<file path="src/rtl/hazard_ctrl.sv">
// hazard_ctrl: stall/flush controller for the 5-stage 8-bit pipeline.
// It compares the source fields of the instruction in ID with the destination
// and control fields latched in ID/EX. From that it holds the PC and IF_ID,
// inserts bubbles into ID/EX, and squashes IF_ID/ID_EX after a taken branch.
//
// Ports:
//   clk, reset              clock; synchronous active-low reset
//   IF_ID_instruction[18:0] ID instruction: src1=[10:8], src2=[7:5], uses_src2=[18]
//   ID_EX_instruction[18:0] EX instruction: dest=[13:11]
//   ID_EX_reg_write         EX instruction writes the register file
//   ID_EX_reg_write_mux     2'b01 means a load (write-back from data memory)
//   ID_EX_write_c           EX instruction writes carry
//   alu_use_carry           ID instruction reads carry
//   branch_taken            EX resolved a taken branch
//   pc_write, IF_ID_write   advance enables (0 = hold)
//   ID_EX_bubble            ID_EX loads all-zero control
//   IF_ID_flush             IF_ID loads a NOP
//   busy                    sequencer is not idle
//   stall_count, flush_count  saturating statistics (only with HAZARD_STATS_EN)
//
// Optional feature macro: HAZARD_STATS_EN adds the two statistics counters.
// The outputs are combinational from the state and the current inputs. This
// lets the first stall or flush cycle take effect in the cycle it is detected.
module hazard_ctrl #(
    parameter int unsigned LOAD_STALL   = 1,
    parameter int unsigned FLUSH_CYCLES = 2
) (
    input  logic        clk,
    input  logic        reset,
    input  logic [18:0] IF_ID_instruction,
    input  logic [18:0] ID_EX_instruction,
    input  logic        ID_EX_reg_write,
    input  logic [1:0]  ID_EX_reg_write_mux,
    input  logic        ID_EX_write_c,
    input  logic        alu_use_carry,
    input  logic        branch_taken,
    output logic        pc_write,
    output logic        IF_ID_write,
    output logic        ID_EX_bubble,
    output logic        IF_ID_flush,
    output logic        busy
`ifdef HAZARD_STATS_EN
    ,
    output logic [15:0] stall_count,
    output logic [15:0] flush_count
`endif
);

    localparam int unsigned CNT_W = 3;
    localparam int unsigned STAT_W = 16;
    // The detect cycle in IDLE is the first stall/flush cycle.
    // The load values are the cycles still left after that one.
    localparam logic [CNT_W-1:0] STALL_LOAD = CNT_W'(LOAD_STALL - 1);
    localparam logic [CNT_W-1:0] FLUSH_LOAD = CNT_W'(FLUSH_CYCLES - 1);

    typedef enum logic [1:0] {
        IDLE  = 2'd0,
        STALL = 2'd1,
        FLUSH = 2'd2
    } state_t;

    state_t           state;
    state_t           eff_state;
    logic [CNT_W-1:0] cnt;
    logic [2:0]       dest;
    logic [2:0]       src1;
    logic [2:0]       src2;
    logic             uses_src2;
    logic             is_load;
    logic             load_hazard;
    logic             flag_hazard;
    logic             hazard;
    logic             unused_bits;

    assign dest      = ID_EX_instruction[13:11];
    assign src1      = IF_ID_instruction[10:8];
    assign src2      = IF_ID_instruction[7:5];
    assign uses_src2 = IF_ID_instruction[18];
    assign is_load   = (ID_EX_reg_write_mux == 2'b01);

    assign load_hazard = ID_EX_reg_write & is_load & (dest != 3'd0) &
                         ((dest == src1) | (uses_src2 & (dest == src2)));
    assign flag_hazard = ID_EX_write_c & alu_use_carry & is_load;
    assign hazard      = load_hazard | flag_hazard;

    // Instruction bits that the hazard compare does not look at.
    assign unused_bits = ^{IF_ID_instruction[17:11], IF_ID_instruction[4:0],
                           ID_EX_instruction[18:14], ID_EX_instruction[10:0]};

    // While reset is held, the outputs act as if the state were IDLE.
    assign eff_state = reset ? state : IDLE;

    // Output decode. A branch overrides everything, in any state.
    always_comb begin
        pc_write     = 1'b1;
        IF_ID_write  = 1'b1;
        ID_EX_bubble = 1'b0;
        IF_ID_flush  = 1'b0;
        busy         = (eff_state != IDLE);
        if (branch_taken) begin
            IF_ID_flush  = 1'b1;
            ID_EX_bubble = 1'b1;
        end else begin
            case (eff_state)
                IDLE: begin
                    if (hazard) begin
                        pc_write     = 1'b0;
                        IF_ID_write  = 1'b0;
                        ID_EX_bubble = 1'b1;
                    end
                end
                STALL: begin
                    pc_write     = 1'b0;
                    IF_ID_write  = 1'b0;
                    ID_EX_bubble = 1'b1;
                end
                FLUSH: begin
                    IF_ID_flush  = 1'b1;
                    ID_EX_bubble = 1'b1;
                end
                default: ;
            endcase
        end
    end

    // Sequencer. In STALL/FLUSH, cnt holds the cycles left including the current one.
    always_ff @(posedge clk) begin
        if (!reset) begin
            state <= IDLE;
            cnt   <= '0;
        end else if (branch_taken) begin
            state <= (FLUSH_LOAD == '0) ? IDLE : FLUSH;
            cnt   <= FLUSH_LOAD;
        end else begin
            case (state)
                IDLE: begin
                    if (hazard) begin
                        state <= (STALL_LOAD == '0) ? IDLE : STALL;
                        cnt   <= STALL_LOAD;
                    end
                end
                STALL, FLUSH: begin
                    if (cnt <= CNT_W'(1)) begin
                        state <= IDLE;
                        cnt   <= '0;
                    end else begin
                        cnt <= cnt - CNT_W'(1);
                    end
                end
                default: begin
                    state <= IDLE;
                    cnt   <= '0;
                end
            endcase
        end
    end

`ifdef HAZARD_STATS_EN
    logic hazard_bubble;

    // A bubble without a flush can only come from a hazard stall.
    assign hazard_bubble = ID_EX_bubble & ~IF_ID_flush;

    // Saturating statistics counters.
    always_ff @(posedge clk) begin
        if (!reset) begin
            stall_count <= '0;
            flush_count <= '0;
        end else begin
            if (hazard_bubble && (stall_count != '1)) begin
                stall_count <= stall_count + STAT_W'(1);
            end
            if (IF_ID_flush && (flush_count != '1)) begin
                flush_count <= flush_count + STAT_W'(1);
            end
        end
    end
`endif

endmodule

</file>
<file path="config.mk">
export PLATFORM = sky130hd
export DESIGN_NAME = hazard_ctrl
export DESIGN_NICKNAME = d
export VERILOG_FILES = /design/src/rtl/hazard_ctrl.sv
export SDC_FILE = /design/constraint.sdc
export NUM_CORES = 1
export LEC_CHECK = 0
export BUFFER_PORTS_ARGS = -buffer_cell sky130_fd_sc_hd__buf_2
export CAP_MARGIN = 15
export CORE_AREA = 2 2 39 41
export CTS_CLUSTER_DIAMETER = 30
export CTS_CLUSTER_SIZE = 10
export DETAILED_ROUTE_END_ITERATION = 8
export DIE_AREA = 0 0 41 43
export PLACE_DENSITY = 0.75
export SLEW_MARGIN = 20
export SYNTH_ARGS = -nofsm -noshare
export SYNTH_HDL_FRONTEND = slang
export SYNTH_SLANG_ARGS = --single-unit
</file>
<file path="constraint.sdc">
create_clock -name clk -period 1.5 [get_ports clk]
set_clock_uncertainty 0.05 [all_clocks]
set_input_delay 0.075 -clock clk [delete_from_list [all_inputs] [get_ports clk]]
set_output_delay 0.075 -clock clk [all_outputs]
set_load 0.01 [all_outputs]
</file>
==> results of run 1 <==
-- flip-flops by register name, summed over array words and instances, names as in the netlist --
register	flops
state	1
cnt	3
-- kinds of logic after synthesis --
kind of cell	Yosys count	synth area share [%]
AND/OR/NAND/NOR	16	26.3
AO/OA/AOI/OAI	14	26.6
XOR/XNOR	6	14.3
flip-flops	4	21.8
buffers and inverters	3	4.10
adder cells (fa/ha/maj)	2	6.82
-- worst max-delay path by stage --
| stage | startpoint | end | cells after the start |
|---|---|---|---|
| floorplan | state[1] | pc_write | 5 |
| global placement | cnt[0] | cnt[0] | 5 |
| detailed placement | cnt[1] | cnt[0] | 6 |
| CTS | state[1] | pc_write | 5 |
| global route | state[1] | ID_EX_bubble | 4 |
| finish | state[1] | ID_EX_bubble | 4 |
-- per-stage QoR --
step / util [%] / hold slack, ps
floorplan: - / 143
global placement: 35.4 / 271
detailed placement: 35.4 / 287
CTS: 37.0 / 47.8
global route: 37.1 / 57.5
finish: 37.1 / 48.0
-- cell usage in the layout, fill, tap and decap left out --
cell type  count
a211o_1        1
a211oi_2       1
a21oi_1        2
a31oi_1        1
and2_1         2
and2_4         1
buf_2         22
clkbuf_4       3
dfxtp_1        3
dfxtp_2        1
ha_1           2
inv_1          2
nand2b_1       1
nand3_1        4
nand3b_1       1
nand4_1        1
nor2_1         1
nor2b_1        4
o211ai_1       1
o21a_1         2
o21ai_0        3
o21ai_1        1
o21ba_2        1
o31ai_1        1
or2_2          1
xnor2_1        6
-- worst register-to-register path: cells and delay by family (launching register included) --
| family | cells | cell delay (ps) |
|---|---|---|
| compound gates | 4 | 600 |
| fa+ha+maj | 1 | 130 |
| buf+inv | 1 | 80 |
| flops | 1 | 320 |
-- power by group through the flow --
stage          clock (mW)  sequential (mW)  combinational, mW
5_1_grt             0.146            0.119              0.112
4_1_cts             0.138            0.118             0.0996
3_3_place_gp            0            0.119             0.0968
6_report            0.132            0.118             0.0986
2_1_floorplan           0            0.118             0.0589
3_5_place_dp            0            0.119             0.0987
-- area by class of cell --
type,instances,area [µm²]
fillers,144,871
multi-input cells,38,272
repair buffers,22,110
flip-flops and latches,4,81.3
clock buffers,3,22.5
well taps,16,20.0
inverters,2,7.51
-- what timing repair did --
item,4_1_cts,5_1_grt
hold buffers,0,0
gates resized for setup,0,2
setup endpoints to repair,0,3
-- routing by layer --
metal | global-route usage (%) | up-vias | routed length [µm]
li1 | - | 208 | -
met4 | 2.00 | 0 | 0
met2 | 16.6 | 13 | 380
met3 | 6.28 | 0 | 56
met5 | 0 | - | 0
met1 | 14.1 | 170 | 341
==> results.json, run 1 <==
{
  "status": "finished clean",
  "worst_pin_slew_ps": 348,
  "grt_max_degree": 7,
  "place_ws_ps": 206,
  "p_seq_share_pct": 33.9,
  "start_util_pct": 26.5,
  "yosys.area.top_type": "dfxtp_1",
  "clockBufferDepth": 2,
  "synth_seq_cells": 4,
  "dp_hpwl_um": 662,
  "critPathTopFamily": "simple AND/OR/NAND/NOR gates",
  "areaGrowthSynthToFinish_pct": 39.9,
  "cp_slowest_cell": "dfxtp_2",
  "die_area_mm2": 0.00176,
  "synth_area_um2": 367,
  "grt-ovfl-total": 0,
  "p_sw_uw": 91.9,
  "clockPowerShare_pct": 37.8,
  "rows": 14,
  "internal_power_uw": 257,
  "placed_area_um2": 489,
  "maxCapViolCount": 0,
  "io_pins": 51,
  "clkLatencyLatePin_ps": 230,
  "tns_ps": 0,
  "clkTransAtPathRegs_ps": 30,
  "critPathBufInv": 1,
  "final_cell_area_um2": 513,
  "power_density_mw_per_mm2": 679,
  "htreeDepth": 1,
  "die_x_um": 41,
  "ant_nets": 0,
  "p_sw_share_pct": 26.4,
  "grtUsageTotal_pct": 11.2,
  "yosysWarnings": 0,
  "criticalPathCategory": "reg2out",
  "drt_iter0_markers": 1,
  "cts_num_sinks": 4,
  "crit_path_end_kind": "primary output",
  "synth.most_common_cell": "xnor2_1",
  "synthDistinctLibCells": 23,
  "worst_slack_ps": 55.2,
  "grt_pass1_wl_um": 1370,
  "slew_viol_final": 0,
  "hold_viol": 0,
  "ys.flop_type": "dfxtp_1",
  "post-cts-setup-buffers": 0,
  "cts-root-buf": "clkbuf_4",
  "drive_gt1_share_pct": 43.5,
  "cts_tree": "built",
  "p_comb_share_pct": 28.3,
  "fin_nets": 119,
  "min_to": "state[1]",
  "reg2reg_from": "cnt[1]",
  "setup_viol": 0,
  "start_kind": "flop",
  "hold_path.class": "in2reg",
  "synth_commonest_cells": "xnor2_1 (6), dfxtp_1 (4), nand3_1 (4), nor2b_1 (4), o21ai_0 (4)",
  "syn-num-nets": 93,
  "syn_inst": 45,
  "grt_pass1_vias": 360,
  "reg2reg_depth": 6,
  "max_freq_ghz": 0.692,
  "slew_headroom_pct": 76.6,
  "crit_arrival_ps": 1320,
  "drc": 0,
  "synth-edff-count": 0,
  "routed_wl_um": 778,
  "synthTopCellsByArea": "dfxtp_1 (22%), xnor2_1 (14%), ha_1 (6.8%)",
  "p_leak_nw": 0.217,
  "hold_start": "branch_taken",
  "post_drt_wl_per_cell_um": 9.15,
  "vias_per_cell": 4.60,
  "worstPathMaxFanout": 3,
  "power.total_uw": 348,
  "synth.yosys.seq_area_share_pct": 21.8,
  "antenna_cells": 0,
  "die_h_um": 43,
  "portBuffers": 22,
  "synth_top_cell_area_share_pct": 21.8,
  "stdcell_count": 85,
  "ir_worst_vdd_mv": 0.829,
  "dr.pass1.iters": 2,
  "coreArea_mm2": 0.00138,
  "vias": 391,
  "period_needed_ps": 1440,
  "hold_depth": 2,
  "cts_buffers": 3,
  "async_flop_share_pct": 0,
  "crit_chain": "and2_4 -> or2_2 -> a211o_1 -> buf_2",
  "rr_endpoint": "cnt[0]",
  "cp_data_required_time_ps": 1370,
  "antenna_found_initial": 0,
  "fin_crit_sh_pct": 96.3,
  "avgSynthCellArea_um2": 8.15,
  "globalplace.congestion": 0.690,
  "rsz0062_at_grt": "false",
  "max_stage_delay_ps": 320,
  "r2r_setup_slack_ps": 190,
  "post-place-cells": 82
}
No activity file was read; power rests on OpenSTA's default activity.
==> run 2: changes to the inputs <==
--- a/config.mk
+++ b/config.mk
@@ -7,12 +7,13 @@
 export LEC_CHECK = 0
 export BUFFER_PORTS_ARGS = -buffer_cell sky130_fd_sc_hd__buf_2
 export CAP_MARGIN = 15
-export CORE_AREA = 2 2 39 41
-export CTS_CLUSTER_DIAMETER = 30
+export CELL_PAD_IN_SITES_DETAIL_PLACEMENT = 0
+export CELL_PAD_IN_SITES_GLOBAL_PLACEMENT = 1
+export CORE_MARGIN = 2
+export CORE_UTILIZATION = 17
 export CTS_CLUSTER_SIZE = 10
 export DETAILED_ROUTE_END_ITERATION = 8
-export DIE_AREA = 0 0 41 43
-export PLACE_DENSITY = 0.75
+export PLACE_DENSITY = 0.76
 export SLEW_MARGIN = 20
 export SYNTH_ARGS = -nofsm -noshare
 export SYNTH_HDL_FRONTEND = slang
==> run 2 against run 1 <==
Effect of this change:
- sequential power about the same
- setup slack better by 55 ps
- wire length increased by 9.3%
- total power rose by 2.2%
- via count increased by 2.0%
- final cell count rose by 13%
- critical path type unchanged
- critical endpoint unchanged
- largest power group unchanged
- highest routed layer unchanged
==> results.json, run 2 (synthesis gave the netlist of run 1 again) <==
{
  "status": "finished clean",
  "hold-worst-slack_ps": 46.2,
  "power_density_mw_per_mm2": 673,
  "final_cell_area_um2": 529,
  "die_h_um": 50.4,
  "fin_nets": 119,
  "fin_crit_sh_pct": 92.7,
  "r2r_setup_slack_ps": 140,
  "final_common_cell": "buf_2",
  "largest_register": "cnt",
  "placed_area_um2": 503,
  "max_stage_delay_ps": 320,
  "p_leak_nw": 0.217,
  "antenna_found_initial": 0,
  "start_util_pct": 18.3,
  "die_x_um": 50.4,
  "cts_buffers": 3,
  "crit_path_end_kind": "primary output",
  "grt_max_degree": 7,
  "post-cts-setup-buffers": 0,
  "io_pins": 51,
  "cts_num_sinks": 4,
  "worst_slack_ps": 110,
  "worst_pin_slew_ps": 362,
  "ant_nets": 0,
  "areaGrowthSynthToFinish_pct": 44.4,
  "crit_chain": "and2_4 -> or2_4 -> a211o_1 -> buf_2",
  "antenna_cells": 0,
  "tns_ps": 0,
  "start_kind": "flop",
  "drt_iter0_markers": 8,
  "hold_path.class": "in2reg",
  "clockBufferDepth": 2,
  "clkLatencyLatePin_ps": 240,
  "slew_viol_final": 0,
  "rows": 16,
  "max_freq_ghz": 0.719,
  "drc": 0,
  "cts_resized": 0,
  "grt_pass1_vias": 368,
  "clkTransAtPathRegs_ps": 40,
  "vias": 399,
  "post_drt_wl_per_cell_um": 8.85,
  "cp_data_required_time_ps": 1370,
  "place_ws_ps": 141,
  "layout_common_cells": "buf_2 (22), xnor2_1 (6), nor2b_1 (4), nand3_1 (4)",
  "globalplace.congestion": 0.700,
  "slew_headroom_pct": 75.7,
  "portBuffers": 22,
  "coreArea_mm2": 0.00200,
  "crit_arrival_ps": 1260,
  "drive_gt1_share_pct": 43.5,
  "largest_reg_flops": 3,
  "maxCapViolCount": 0,
  "setup_viol": 0,
  "hold_depth": 2,
  "dr.pass1.iters": 4,
  "rsz0062_at_grt": "false",
  "hold_viol": 0,
  "rr_endpoint": "cnt[0]",
  "die_area_mm2": 0.00254,
  "ir_worst_vdd_mv": 0.297,
  "grt-ovfl-total": 0,
  "period_needed_ps": 1390,
  "routed_wl_um": 850,
  "grtUsageTotal_pct": 7.04,
  "cts_tree": "built",
  "min_to": "state[1]",
  "critPathBufInv": 1,
  "hold_buffers": 0,
  "criticalPathCategory": "reg2out",
  "critPathTopFamily": "simple AND/OR/NAND/NOR gates",
  "cp_slowest_cell": "dfxtp_2",
  "dp_hpwl_um": 716,
  "worstPathMaxFanout": 3,
  "grt_pass1_wl_um": 1400,
  "htreeDepth": 1,
  "largestRegisters": "cnt x3, state x1",
  "reg2reg_from": "cnt[0]",
  "cts-root-buf": "clkbuf_4",
  "vias_per_cell": 4.16,
  "reg2reg_depth": 5,
  "hold_start": "branch_taken"
}
run 2: routing by layer:
layer | part of all wire, % | vias up | wire length [µm] | GRT usage (%)
met2 | 47 | 13 | 400 | 10.7
li1 | - | 208 | - | -
met1 | 46 | 178 | 395 | 9.45
met4 | 0 | 0 | 0 | 4.05
met3 | 6.4 | 0 | 54 | 0.893
met5 | 0 | - | 0 | 0
run 2: how the worst max path moves through the flow:
stage	start	end	slack [ps]	cells past startpoint
after floorplan	state[1]	pc_write	160	5
after global placement	cnt[0]	cnt[0]	190	5
after detailed placement	cnt[0]	cnt[0]	140	5
after CTS	state[1]	pc_write	20	5
after global routing	state[1]	ID_EX_bubble	70	4
final	state[1]	ID_EX_bubble	110	4
run 2: area by class of cell:
type	count	area, µm²
fill	236	1470
multi-input combinational	38	274
timing repair buffer	22	110
sequential	4	81.3
tap	27	33.8
clock buffer	3	22.5
inverter	2	7.51
run 2: power by group:
part           internal [mW]  switching (mW)
logic                 0.0551          0.0465
registers              0.113         0.00573
clock network         0.0897          0.0462
run 2: through the flow:
| stage | utilization [%] | cells | total power [mW] |
|---|---|---|---|
| 3_3_place_gp | 25.1 | 93 | 0.218 |
| 2_1_floorplan | - | 45 | 0.177 |
| 6_report | 26.4 | 96 | 0.356 |
| 3_5_place_dp | 25.1 | 93 | 0.220 |
| 5_1_grt | 26.4 | 96 | 0.377 |
| 4_1_cts | 26.3 | 96 | 0.361 |
==> run 3: changes to the inputs <==
--- a/config.mk
+++ b/config.mk
@@ -8,12 +8,13 @@
 export BUFFER_PORTS_ARGS = -buffer_cell sky130_fd_sc_hd__buf_2
 export CAP_MARGIN = 15
 export CELL_PAD_IN_SITES_DETAIL_PLACEMENT = 0
-export CELL_PAD_IN_SITES_GLOBAL_PLACEMENT = 1
+export CELL_PAD_IN_SITES_GLOBAL_PLACEMENT = 2
+export CORE_ASPECT_RATIO = 0.6
 export CORE_MARGIN = 2
-export CORE_UTILIZATION = 17
+export CORE_UTILIZATION = 12
 export CTS_CLUSTER_SIZE = 10
 export DETAILED_ROUTE_END_ITERATION = 8
-export PLACE_DENSITY = 0.76
+export PLACE_DENSITY = 0.75
 export SLEW_MARGIN = 20
 export SYNTH_ARGS = -nofsm -noshare
 export SYNTH_HDL_FRONTEND = slang
==> constraint.sdc (replaced) <==
create_clock -name clk -period 1.4 [get_ports clk]
set_clock_uncertainty 0.05 [all_clocks]
set_input_delay 0.07 -clock clk [delete_from_list [all_inputs] [get_ports clk]]
set_output_delay 0.07 -clock clk [all_outputs]
set_load 0.01 [all_outputs]
==> run 3 against run 2 <==
Effect of this change:
- largest cell class unchanged
- count of clock-buffer cells in the layout stayed put
- first-iteration DRC count decreased by 38%
- register-to-register slack worse by 80 ps
- wire length up 20%
- total power rose by 35%
- via count shrank 2.0%
==> results.json, run 3 (synthesis gave the netlist of run 1 again) <==
{
  "clkTransAtPathRegs_ps": 30,
  "worst_pin_slew_ps": 373,
  "place_ws_ps": 45.1,
  "cts_buffers": 3,
  "grt_pass1_wl_um": 1770,
  "final_cell_area_um2": 569,
  "die_x_um": 75.4,
  "criticalPathCategory": "reg2out",
  "start_kind": "flop",
  "max_freq_ghz": 0.730,
  "rsz0062_at_grt": "true",
  "vias": 391,
  "drive_gt1_share_pct": 47.8,
  "worstPathMaxFanout": 3,
  "clkLatencyLatePin_ps": 210,
  "cts_num_sinks": 4,
  "drt_iter0_markers": 5,
  "vias_per_cell": 3.52,
  "grtUsageTotal_pct": 6.99,
  "clockBufferDepth": 2,
  "die_area_mm2": 0.00353,
  "cts_tree": "built",
  "ir_worst_vdd_mv": 0.385,
  "drc": 0,
  "cts-root-buf": "clkbuf_8",
  "power_density_mw_per_mm2": 845,
  "antenna_found_initial": 0,
  "start_util_pct": 12.7,
  "portBuffers": 22,
  "htreeDepth": 1,
  "period_needed_ps": 1370,
  "post_drt_wl_per_cell_um": 9.18,
  "nFillCells": 341,
  "ant_nets": 0,
  "slew_viol_final": 0,
  "power.total_uw": 481,
  "largestRegisters": "cnt x3, state x1",
  "worst_slack_ps": 30.3,
  "p_leak_nw": 0.226,
  "crit_path_end_kind": "primary output",
  "post-cts-setup-buffers": 0,
  "cp_data_required_time_ps": 1280,
  "globalplace.congestion": 0.645,
  "final-seq-area_um2": 82.6,
  "r2r_setup_slack_ps": 60,
  "slew_headroom_pct": 75.0,
  "grt_max_degree": 7,
  "maxCapViolCount": 0,
  "status": "finished clean",
  "layout_common_cells": "buf_2 (22), xnor2_1 (6), nor2b_1 (4), nand3_1 (4)",
  "setup_viol": 0,
  "placed_area_um2": 522,
  "hold_path.class": "in2reg",
  "antenna_cells": 0,
  "largest_register": "cnt",
  "rows": 15,
  "largest_reg_flops": 3,
  "grt-ovfl-total": 0,
  "io_pins": 51,
  "hold_depth": 2,
  "hold_buffers": 0,
  "final_core_util_pct": 19.7,
  "coreArea_mm2": 0.00289,
  "die_h_um": 46.8,
  "reg2reg_depth": 6,
  "areaGrowthSynthToFinish_pct": 55.3,
  "grt_pass1_vias": 406,
  "dp_hpwl_um": 863,
  "fin_crit_sh_pct": 97.8,
  "fin_nets": 119,
  "multi_input_area_um2": 275,
  "dr.pass1.iters": 3,
  "hold_viol": 0,
  "tns_ps": 0,
  "final_common_cell": "buf_2",
  "crit_arrival_ps": 1250,
  "routed_wl_um": 1020
}
run 3: worst paths after layout:
check	from	endpoint
setup reg to reg	cnt[1]	cnt[0]
setup / recovery	state[1]	ID_EX_bubble
hold / removal	branch_taken	state[1]
hold reg to reg	cnt[2]	cnt[2]
run 3: critical path: stages (launching register included):
cell and delay [ps]:
dfxtp_2 320, and2_4 130, or2_4 230, a211o_1 220, buf_2 140
run 3: timing repair:
item                       4_1_cts  5_1_grt
pin swaps                        0        0
gates cloned                     0        0
gates resized for setup          2        4
setup endpoints to repair        3        6
run 3: cell type report:
class | instances | share of cell area, %
tap | 42 | 9.23
multi-input combinational | 38 | 48.4
sequential | 4 | 14.5
clock buffer | 3 | 7.25
inverter | 2 | 1.32
timing repair buffer | 22 | 19.3
run 3: per-layer routing:
layer	vias to the layer above	wire length (µm)	track usage, %	share of wire [%]
met5	-	0	0	0
met1	176	541	8.88	53
li1	208	-	-	-
met3	2	34	3.86	3.3
met4	0	19	3.16	1.9
met2	5	423	9.74	42
run 3: report_power, final:
part	leakage, nW	internal (mW)	switching, mW
sequential	0.0333	0.122	0.00573
clock	0.0216	0.183	0.0581
combinational	0.171	0.0597	0.0522
run 3: through the flow:
stage          hold WS (ps)  cells
2_1_floorplan           138     45
3_3_place_gp            270    108
3_5_place_dp            296    108
4_1_cts                80.8    111
5_1_grt                90.4    111
6_report               81.0    111
